File: src/rtl/writeback_stage.sv
// rtl/writeback_stage.sv - MEM/WB pipeline register and write-back stage
module writeback_stage #(
    parameter int DATA_W = 32,
    parameter int CNT_W  = 32
) (
    input  logic              CLK,
    input  logic              RESET,
    input  logic              I_MEMWB_VALID,
    input  logic [DATA_W-1:0] I_MEMWB_ALU_RESULT,
    input  logic [DATA_W-1:0] I_MEMWB_MEM_DATA,
    input  logic [DATA_W-1:0] I_MEMWB_PC_PLUS4,
    input  logic [4:0]        I_MEMWB_RD,
    input  logic              I_MEMWB_REGWR,
    input  logic [1:0]        I_MEMWB_WB_SEL,
    input  logic [1:0]        I_MEMWB_LOAD_SIZE,
    input  logic              I_MEMWB_LOAD_UNSIGNED,
    input  logic              I_STALL,
    input  logic              I_FLUSH,
    output logic [4:0]        O_WB_RD,
    output logic [DATA_W-1:0] O_WB_WRITE_DATA,
    output logic              O_WB_REGWR,
    output logic              O_WB_VALID,
    output logic              O_WB_MISALIGNED,
    output logic [CNT_W-1:0]  O_WB_RETIRED
);

    logic [1:0]        offset;
    logic [7:0]        byte_sel;
    logic [15:0]       half_sel;
    logic [DATA_W-1:0] load_val;
    logic [DATA_W-1:0] wb_data;
    logic              misaligned;
    logic              is_load;
    logic              sign_fill;

    assign offset  = I_MEMWB_ALU_RESULT[1:0];
    assign is_load = (I_MEMWB_WB_SEL == 2'b01);

    always_comb begin
        byte_sel = I_MEMWB_MEM_DATA[7:0];
        case (offset)
            2'd0: byte_sel = I_MEMWB_MEM_DATA[7:0];
            2'd1: byte_sel = I_MEMWB_MEM_DATA[15:8];
            2'd2: byte_sel = I_MEMWB_MEM_DATA[23:16];
            2'd3: byte_sel = I_MEMWB_MEM_DATA[31:24];
            default: byte_sel = I_MEMWB_MEM_DATA[7:0];
        endcase
    end

    // Halfword lane follows address bit 1; odd offsets are flagged misaligned anyway.
    assign half_sel = offset[1] ? I_MEMWB_MEM_DATA[31:16] : I_MEMWB_MEM_DATA[15:0];

    always_comb begin
        sign_fill = 1'b0;
        load_val  = I_MEMWB_MEM_DATA;
        case (I_MEMWB_LOAD_SIZE)
            2'b00: begin
                sign_fill = ~I_MEMWB_LOAD_UNSIGNED & byte_sel[7];
                load_val  = {{(DATA_W-8){sign_fill}}, byte_sel};
            end
            2'b01: begin
                sign_fill = ~I_MEMWB_LOAD_UNSIGNED & half_sel[15];
                load_val  = {{(DATA_W-16){sign_fill}}, half_sel};
            end
            default: load_val = I_MEMWB_MEM_DATA;
        endcase
    end

    always_comb begin
        misaligned = 1'b0;
        if (is_load) begin
            if (I_MEMWB_LOAD_SIZE == 2'b01)
                misaligned = offset[0];
            else if (I_MEMWB_LOAD_SIZE[1])
                misaligned = (offset != 2'b00);
        end
    end

    always_comb begin
        wb_data = I_MEMWB_ALU_RESULT;
        case (I_MEMWB_WB_SEL)
            2'b01:   wb_data = load_val;
            2'b10:   wb_data = I_MEMWB_PC_PLUS4;
            default: wb_data = I_MEMWB_ALU_RESULT;
        endcase
    end

    always_ff @(posedge CLK or negedge RESET) begin
        if (!RESET) begin
            O_WB_RD         <= '0;
            O_WB_WRITE_DATA <= '0;
            O_WB_REGWR      <= 1'b0;
            O_WB_VALID      <= 1'b0;
            O_WB_MISALIGNED <= 1'b0;
            O_WB_RETIRED    <= '0;
        end else if (I_FLUSH) begin
            O_WB_RD         <= '0;
            O_WB_WRITE_DATA <= '0;
            O_WB_REGWR      <= 1'b0;
            O_WB_VALID      <= 1'b0;
        end else if (I_STALL) begin
            O_WB_REGWR      <= 1'b0;
            O_WB_VALID      <= 1'b0;
        end else begin
            O_WB_RD         <= I_MEMWB_RD;
            O_WB_WRITE_DATA <= wb_data;
            O_WB_VALID      <= I_MEMWB_VALID;
            O_WB_REGWR      <= I_MEMWB_VALID & I_MEMWB_REGWR &
                               (I_MEMWB_RD != 5'd0) & ~misaligned;
            if (I_MEMWB_VALID && misaligned)
                O_WB_MISALIGNED <= 1'b1;
            if (I_MEMWB_VALID)
                O_WB_RETIRED <= O_WB_RETIRED + {{(CNT_W-1){1'b0}}, 1'b1};
        end
    end

endmodule

File: config.mk
export PLATFORM = sky130hd
export DESIGN_NAME = writeback_stage
export DESIGN_NICKNAME = d
export VERILOG_FILES = /design/src/rtl/writeback_stage.sv
export SDC_FILE = /design/constraint.sdc
export NUM_CORES = 1
export LEC_CHECK = 0
export CAP_MARGIN = 10
export CORE_UTILIZATION = 65
export CTS_BUF_LIST = sky130_fd_sc_hd__clkbuf_8
export CTS_CLUSTER_SIZE = 8
export DETAILED_ROUTE_END_ITERATION = 8
export DONT_BUFFER_PORTS = 1
export PLACE_DENSITY = 0.85
export SETUP_SLACK_MARGIN = 0.3
export SYNTH_ARGS = -nofsm -noshare
export SYNTH_HDL_FRONTEND = slang
export SYNTH_SLANG_ARGS = --single-unit
File: constraint.sdc
create_clock -name CLK -period 2 [get_ports CLK]
set_clock_uncertainty 0.1 [all_clocks]
set_input_delay 0.4 -clock CLK [delete_from_list [all_inputs] [get_ports CLK]]
set_output_delay 0.4 -clock CLK [all_outputs]
set_load 0.1 [all_outputs]
* Word level (Yosys, flattened, before mapping) *
Cells that the tools add are included.
W data, S select, Z words.

operators by class
  add/subtract/negate cells = 1
  multipliers = 0
  divide/modulo/power cells = 0
  magnitude comparators = 0
  eq/ne operators = 7
  shifts and indexed selects = 0
  mux-type cells = 15
  bitwise logic cells = 9
  reduce and logical (&&, ||, !) cells = 7

operator list
  cell                     count
  $pmux W32 S2             2
  $mux W32                 2
  $add A32 B1 Y32 const B  1
  $pmux W8 S4              1
  $mux W16                 1
  $mux W5                  2
  $mux W1                  7
  $eq A2 B1 Y1 const B     3
  $eq A2 B2 Y1 const B     3
  $reduce_and A3 Y1        2
  $and A1 B1 Y1            5
  $reduce_bool A5 Y1       1
  $logic_not A2 Y1         2
  $not A1 Y1               4
  $ne A2 B1 Y1 const B     1
  $reduce_bool A2 Y1       1
  $logic_and A1 B1 Y1      1

word-level totals
  register bits = 72
  latch bits = 0
  RAM bits = 0
  memory bits (read-only) = 0
  input bits = 112
  word-level logic and storage cells = 45
  memories kept = 0

* Depth between registers and ports, before layout *
Gate-level depths: netlist of the first run.

  word-level depth = 8
  mapped depth = 7
  mapped depth without buffers = 6

* Least setup slack after synthesis of the first run *
Ideal clock, no wire load.

  path type = register to register
  start point = register O_WB_RETIRED[5]
  end point = register O_WB_RETIRED[27]
  arrival = 2.096 ns
  slack = -0.358 ns
  stages on the path, launching flop included = 6
  buffers on the path = 1
  period minus slack after synthesis = 2.358 ns
  cell sequence = dfrtp_1 -> and4_1 -> buf_2 -> nand4_1 -> nor4_1 -> xor2_1

between the ends
  longest elaborated chain between the ends = 1

RTL lines
  item                    line  source
  from (decl)             24    output logic [CNT_W-1:0] O_WB_RETIRED
  from (signal assigned)  113   O_WB_RETIRED <= O_WB_RETIRED + {{(CNT_W-1){1'b0}}, 1'b1};
  $add A32 B1 Y32         113

Every way passes these cells.
A chain may end at the register's enable or synchronous reset.

* Worst setup path in the final report of the first run *
  start point = register O_WB_RETIRED[16]
  end point = register O_WB_RETIRED[28]

The elaborated chain is that of the path after synthesis.

==> flow_metrics.env, run 1 <==
export IMPL_nNetsFinal=636
export IMPL_highest_layer="met4"
export IMPL_violations="DRC, hold timing"
export IMPL_grt_pass1_vias=4120
export IMPL_grt_usage_pct=38.5
export IMPL_pwr_share_clk_pct=26.6
export IMPL_insertion_delay_ns=0.36
export IMPL_coreArea_sq_um=6460
export IMPL_maxCapViolations=0
export IMPL_drv_slew=0
export IMPL_area_growth_pct=23.5
export IMPL_ys_seq_area_share_pct=40.8
export IMPL_layout_drive_gt1_share_pct=32.1
export IMPL_path_clk_slew_ns=0.09
export IMPL_port_buffers=0
export IMPL_die_x_microns=84.4
export IMPL_p_switching_mw=1.84
export IMPL_wl_met2_microns=6590
export IMPL_synth_area_sq_um=4410
export IMPL_dp_hpwl_microns=9700
export IMPL_leakage_nw=2.37
export IMPL_yosysWarnings=0
export IMPL_arrival_ns=1.91
export IMPL_switching_share_pct=41.9
export IMPL_synthTopCellsByArea="dfrtp_1 (41%), a221oi_1 (6.0%), xor2_1 (4.0%)"
export IMPL_synth_top_area_cell="dfrtp_1"
export IMPL_max_slew_margin_rel_pct=55.7
export IMPL_status="finished, violations left"
export IMPL_pwr_share_seq_pct=39.0
export IMPL_crit_path_start_kind="flip-flop"
export IMPL_synth_enable_flop_cells=0
export IMPL_end_kind="flip-flop"
export IMPL_cts_tree="built"
export IMPL_start_util_pct=68.3
export IMPL_worst_pin_slew_ns=0.664
export IMPL_stdcell_area_sq_um=5450
export IMPL_htreeDepth=3
export IMPL_antenna_found_initial=0
export IMPL_hold_ws_ns=-0.376
export IMPL_p_comb_share_pct=34.3
export IMPL_wl_met3_microns=1530
export IMPL_synthFlopType="dfrtp_1"
export IMPL_critPathKind="flip-flop to flip-flop"
export IMPL_fin_setup_tns_ns=0
export IMPL_gp_congestion=0.918
export IMPL_ys_ff_latch=72
export IMPL_synthTopCellsByCount="dfrtp_1 (72), a221oi_1 (30), clkbuf_1 (28), a21oi_1 (26), nor2b_1 (25)"
export IMPL_fp_dieH_microns=84.4
export IMPL_synth_most_common_cell="dfrtp_1"
export IMPL_yosysTopAreaCellShare_pct=40.8
export IMPL_drt_met1_wl_microns=5310
export IMPL_period_share_pct=86.7
export IMPL_row_count=29
export IMPL_peakVddDrop_mv=0.499
export IMPL_clkSinkCount=72
export IMPL_ioPinCount=184
export IMPL_placed_area_sq_um=5170
export IMPL_drt_iter0_drc=425
export IMPL_grt_pass1_wl_microns=21100
export IMPL_avgViaCountPerCell=7.17
export IMPL_fin_crit_ns=1.73
export IMPL_drcViolationCount=13
export IMPL_die_area_sq_um=7120
export IMPL_internal_power_mw=2.56
export IMPL_powerDensity_nw_per_um2=808
export IMPL_timing_fmax_ghz=0.576
export IMPL_dr_pass1_iters=7
export IMPL_syn_area_per_cell_sq_um=9.53
export IMPL_grt_setup_unrepaired="true"
export IMPL_diodes=0
export IMPL_drtAntennaViolNets=0
export IMPL_hold_class="input pin to asynchronous set/reset pin"
export IMPL_synthCells=463
export IMPL_grt_max_degree=75
export IMPL_cts_root_buf="clkbuf_8"
export IMPL_hold_violations=72
export IMPL_syn_nets=578
export IMPL_finalSetupViolations=0
export IMPL_clockBufferDepth=2
export IMPL_crit_required_ns=2.17
export IMPL_via_count=4323
export IMPL_crit_fanout=5
export IMPL_cts_buffers_inserted=9
export IMPL_wl_per_cell_microns=23.2
export IMPL_synth_async_reset_ratio_pct=100
export IMPL_grt_overflow=0
export IMPL_finalWirelength_microns=14000
export IMPL_yosysUniqueCellTypes=48
## power groups by stage
stage / logic, mW / registers [mW] / clock network [mW]
2_1_floorplan: 0.436 / 2.51 / 0
3_3_place_gp: 1.44 / 1.74 / 0
3_5_place_dp: 1.47 / 1.75 / 0
4_1_cts: 1.47 / 1.72 / 1.16
5_1_grt: 1.56 / 1.73 / 1.24
6_report: 1.51 / 1.72 / 1.17
## metrics by stage
step | std cells | setup WS [ns] | power, mW | util [%]
after floorplan | 463 | 0.170 | 2.94 | -
after global placement | 582 | 0.277 | 3.18 | 80.0
after detailed placement | 582 | 0.148 | 3.21 | 80.0
after CTS | 601 | 0.229 | 4.35 | 83.4
after global routing | 603 | 0.260 | 4.53 | 84.3
final | 603 | 0.265 | 4.40 | 84.3
## state kept, by name, indices dropped and copies added, names as in the netlist
name             cells
O_WB_WRITE_DATA     32
O_WB_RETIRED        32
O_WB_RD              5
O_WB_VALID           1
O_WB_MISALIGNED      1
O_WB_REGWR           1
## per-layer routing
| metal | GRT usage, % | vias to the layer above |
|---|---|---|
| li1 | - | 1869 |
| met1 | 49.2 | 2067 |
| met2 | 62.0 | 328 |
| met3 | 9.73 | 59 |
| met4 | 18.0 | 0 |
| met5 | 0 | - |
## worst paths after layout
| path | start | end | slack [ns] | cells after the start |
|---|---|---|---|---|
| max | O_WB_RETIRED[16] | O_WB_RETIRED[28] | 0.27 | 5 |
| min | RESET | O_WB_RETIRED[23] | -0.38 | 0 |
| max reg2reg | O_WB_RETIRED[16] | O_WB_RETIRED[28] | 0.27 | 5 |
| min reg2reg | O_WB_RETIRED[27] | O_WB_RETIRED[27] | 0.40 | 1 |
| max in group asynchronous | RESET | O_WB_RETIRED[2] | 2.04 | 0 |
| min in group CLK | I_FLUSH | O_WB_RD[0] | 0.01 | 1 |
## cell families (layout without fill, tap and decap cells)
kind of cell / after synthesis / in the layout / synth area share, %
xor+xnor: 31 / 31 / 6.15
compound gates: 145 / 145 / 24.4
flops: 72 / 72 / 40.8
fa+ha+maj: 3 / 3 / 0.851
simple gates: 140 / 140 / 18.2
buf+inv: 54 / 117 / 4.93
mux: 18 / 18 / 4.65
## cell type report
class / count / area (sq um)
multi-input combinational: 337 / 2560
timing repair buffer: 84 / 649
inverter: 17 / 63.8
tap: 77 / 96.3
sequential: 72 / 1880
clock inverter: 7 / 71.3
clock buffer: 9 / 124
fill: 402 / 1010
## timing repair
item	CTS	global route
endpoints found under the setup margin	16	9
pin swaps	2	1
cloned	0	0
buffers inserted	3	1
hold endpoints to repair	72	73
gates resized for setup	2	8
## critical path, cell delays in order (launching register included)
cell and delay, ns:
dfrtp_4 0.41, and4_1 0.29, nand4_1 0.14, buf_4 0.19, nor4_2 0.32, xor2_1 0.20
## cells in the final DEF, fill, tap and decap left out, types with 3 or more instances in the layout
cell | netlist | routed
nor4_2 | 0 | 6
buf_4 | 0 | 81
nor3_1 | 16 | 9
xnor2_1 | 11 | 11
o21ai_0 | 15 | 15
and4_1 | 4 | 3
o32ai_1 | 16 | 16
nand4_1 | 8 | 8
a41o_1 | 5 | 5
mux2_2 | 10 | 10
dfrtp_2 | 0 | 14
nand2b_1 | 9 | 9
and3_1 | 5 | 4
nor2b_1 | 25 | 25
nor2_1 | 18 | 18
nand2_1 | 24 | 24
o221ai_1 | 16 | 16
clkbuf_8 | 0 | 9
nand3_1 | 7 | 6
nor3b_1 | 6 | 5
and2_1 | 4 | 3
a211oi_1 | 10 | 10
xor2_1 | 20 | 20
mux2i_1 | 7 | 7
o22ai_1 | 4 | 4
o21bai_1 | 6 | 6
a21o_1 | 10 | 10
dfrtp_1 | 72 | 41
nor3_2 | 0 | 7
a21oi_1 | 26 | 26
a221oi_1 | 30 | 30
inv_1 | 16 | 17
dfrtp_4 | 0 | 17
(Power assumes the default switching activity.)
==> run 2: changes to the inputs <==
- CAP_MARGIN: 10 -> unset
- clock period: 2 -> 1.72 ns (I/O delays scaled with it)
==> flow_metrics.env, run 2 <==
export IMPL_synth_area_sq_um=4410
export IMPL_port_buffers=0
export IMPL_gp_congestion=0.971
export IMPL_synthFlopType="dfrtp_1"
export IMPL_ys_seq_area_share_pct=40.8
export IMPL_synthTopCellsByArea="dfrtp_1 (41%), a221oi_1 (6.0%), xor2_1 (4.0%)"
export IMPL_status="did not finish"
export IMPL_start_util_pct=68.3
export IMPL_synth_most_common_cell="dfrtp_1"
export IMPL_dp_hpwl_microns=10300
export IMPL_error="[ERROR DPL-0038] Utilization greater than 100%, impossible to legalize"
export IMPL_ys_ff_latch=72
export IMPL_fp_dieH_microns=84.4
export IMPL_htreeDepth=3
export IMPL_placed_area_sq_um=5430
export IMPL_synth_async_reset_ratio_pct=100
export IMPL_failing_step="clock tree synthesis"
export IMPL_synth_enable_flop_cells=0
export IMPL_synth_top_area_cell="dfrtp_1"
export IMPL_ioPinCount=184
export IMPL_ctsResizeCount=155
export IMPL_synthCells=463
export IMPL_cts_buffers_inserted=9
export IMPL_yosysWarnings=0
export IMPL_post_cts_setup_buffers=24
export IMPL_cts_root_buf="clkbuf_8"
export IMPL_die_x_microns=84.4
export IMPL_yosysUniqueCellTypes=48
export IMPL_row_count=29
export IMPL_synthTopCellsByCount="dfrtp_1 (72), a221oi_1 (30), clkbuf_1 (28), a21oi_1 (26), nor2b_1 (25)"
export IMPL_clkSinkCount=72
export IMPL_clockBufferDepth=2
export IMPL_yosysTopAreaCellShare_pct=40.8
export IMPL_syn_area_per_cell_sq_um=9.53
export IMPL_syn_nets=578
export IMPL_placed_cells=585
==> run 2: cell counts after synthesis <==
No cell type changed its count.
==> run 2: cell families after synthesis <==
group / Yosys count / synth area share, %
compound gates: 145 / 24.4
xor+xnor: 31 / 6.15
fa+ha+maj: 3 / 0.851
buf+inv: 54 / 4.93
flops: 72 / 40.8
mux: 18 / 4.65
simple gates: 140 / 18.2
==> run 2: per-stage QoR <==
stage               util (%)  setup slack, ns
floorplan                  -           -0.109
global placement        84.1           0.0655
detailed placement      84.1          -0.0427
==> run 3: changes to the inputs <==
- CORE_UTILIZATION: 65 -> 40
- CTS_BUF_LIST: sky130_fd_sc_hd__clkbuf_8 -> unset
- CTS_CLUSTER_SIZE: 8 -> unset
- PLACE_DENSITY: 0.85 -> unset
- PLACE_DENSITY_LB_ADDON: unset -> 0.15
- SETUP_SLACK_MARGIN: 0.3 -> unset
==> flow_metrics.env, run 3 (synthesized netlist as in run 1, its figures left out) <==
export IMPL_status="finished, violations left"
export IMPL_violations="hold timing"
export IMPL_regToRegEndpoint="O_WB_RETIRED[17]"
export IMPL_finalSetupViolations=0
export IMPL_crit_fanout=4
export IMPL_maxCapViolations=0
export IMPL_coreArea_sq_um=10500
export IMPL_drv_slew=0
export IMPL_timing_fmax_ghz=0.602
export IMPL_period_share_pct=96.7
export IMPL_avgViaCountPerCell=6.13
export IMPL_wl_met3_microns=1340
export IMPL_critical_path_cell_chain="and4bb_4 -> buf_6 -> nand4_1 -> buf_4 -> nor4_4 -> xor2_1"
export IMPL_cts_root_buf="clkbuf_8"
export IMPL_final_common_cell="buf_4"
export IMPL_end_kind="flip-flop"
export IMPL_stdcell_count=673
export IMPL_grt_pass1_vias=4173
export IMPL_layout_drive_gt1_share_pct=33.2
export IMPL_drcViolationCount=0
export IMPL_drt_met1_wl_microns=5970
export IMPL_area_growth_pct=26.7
export IMPL_hold_class="input pin to asynchronous set/reset pin"
export IMPL_post_place_ws_ns=0.00182
export IMPL_path_clk_slew_ns=0.09
export IMPL_nNetsFinal=646
export IMPL_gp_congestion=0.857
export IMPL_dp_hpwl_microns=10600
export IMPL_setup_ws_ns=0.0576
export IMPL_port_buffers=0
export IMPL_fp_dieH_microns=107
export IMPL_leakage_nw=2.46
export IMPL_row_count=37
export IMPL_grt_usage_pct=26.0
export IMPL_htreeDepth=3
export IMPL_placed_cells=652
export IMPL_die_x_microns=107
export IMPL_grt_overflow=0
export IMPL_clockBufferDepth=2
export IMPL_wl_met2_microns=6940
export IMPL_reg2reg_depth=6
export IMPL_insertion_delay_ns=0.36
export IMPL_powerDensity_nw_per_um2=916
export IMPL_arrival_ns=1.84
export IMPL_grt_pass1_wl_microns=22700
export IMPL_hold_buffers=1
export IMPL_stdcell_area_sq_um=5590
export IMPL_peakVddDrop_mv=1.20
export IMPL_final_cell_mix="buf_4 (90), dfrtp_1 (42), a221oi_1 (30)"
export IMPL_wl_per_cell_microns=21.6
export IMPL_cts_buffers_inserted=9
export IMPL_worst_path_buf_inv=2
export IMPL_crit_path_start_kind="flip-flop"
export IMPL_ff2ff_setup_slack_ns=0.06
export IMPL_slowest_delay_ns=0.42
export IMPL_crit_required_ns=1.90
export IMPL_worst_pin_slew_ns=0.673
export IMPL_clkSinkCount=72
export IMPL_reg2reg_from="O_WB_RETIRED[2]"
export IMPL_fin_setup_tns_ns=0
export IMPL_via_count=4123
export IMPL_reg_top3="O_WB_RETIRED: 32 flops, O_WB_WRITE_DATA: 32 flops, O_WB_RD: 5 flops"
export IMPL_finalWirelength_microns=14500
export IMPL_hold_violations=72
export IMPL_highest_layer="met4"
export IMPL_critPathKind="flip-flop to flip-flop"
export IMPL_dr_pass1_iters=4
export IMPL_drt_iter0_drc=373
export IMPL_slowest_stage="dfrtp_4"
export IMPL_drtAntennaViolNets=0
export IMPL_ioPinCount=184
export IMPL_start_util_pct=42.0
export IMPL_antenna_found_initial=1
export IMPL_die_area_sq_um=11500
export IMPL_max_slew_margin_rel_pct=55.0
export IMPL_crit_family="simple AND/OR/NAND/NOR gates"
export IMPL_hold_ws_ns=-0.433
export IMPL_cts_tree="built"
export IMPL_fin_crit_ns=1.66
export IMPL_grt_max_degree=75
export IMPL_placed_area_sq_um=5320
-- run 3: cell type report --
| class | instances | area (sq um) |
|---|---|---|
| Fill cell | 942 | 4920 |
| Sequential cell | 72 | 1880 |
| Timing Repair Buffer | 94 | 747 |
| Clock buffer | 9 | 124 |
| Tap cell | 136 | 170 |
| Antenna cell | 1 | 2.50 |
| Clock inverter | 7 | 62.6 |
| Multi-Input combinational cell | 337 | 2540 |
| Inverter | 17 | 63.8 |
-- run 3: timing repair --
action                                  CTS  global route
endpoints found under the setup margin    1            11
setup buffers                             0             3
gates cloned                              0             0
gates resized for setup                   1             7
pin swaps                                 0             3
hold endpoints to repair                103            72
-- run 3: stage by stage --
step,power [mW],utilization (%),hold WS (ns)
5_1_grt,5.35,53.2,-0.448
2_1_floorplan,3.41,-,-0.0516
6_report,5.12,53.2,-0.433
4_1_cts,5.13,52.6,-0.448
3_3_place_gp,3.73,50.6,-0.0492
3_5_place_dp,3.76,50.6,-0.0492
-- run 3: how the worst max path moves through the flow --
stage	from	endpoint	slack (ns)	cells past startpoint
2_1_floorplan	O_WB_RETIRED[4]	O_WB_RETIRED[31]	-0.11	5
3_3_place_gp	I_MEMWB_WB_SEL[0]	O_WB_WRITE_DATA[1]	0.03	7
3_5_place_dp	I_MEMWB_WB_SEL[0]	O_WB_WRITE_DATA[5]	0.002	7
4_1_cts	O_WB_RETIRED[2]	O_WB_RETIRED[27]	0.03	4
5_1_grt	O_WB_RETIRED[2]	O_WB_RETIRED[17]	-0.03	6
6_report	O_WB_RETIRED[2]	O_WB_RETIRED[17]	0.06	6
-- run 3: power by group --
part / internal [mW] / total, mW / switching [mW]
Combinational: 0.484 / 1.80 / 1.32
Clock: 0.658 / 1.35 / 0.694
Sequential: 1.85 / 1.97 / 0.119
Total: 2.99 / 5.12 / 2.13
-- run 3: routing by layer --
| layer | track usage [%] | vias to the layer above |
|---|---|---|
| li1 | - | 1902 |
| met1 | 33.3 | 2018 |
| met2 | 41.4 | 183 |
| met3 | 7.29 | 20 |
| met4 | 10.2 | 0 |
| met5 | 0 | - |
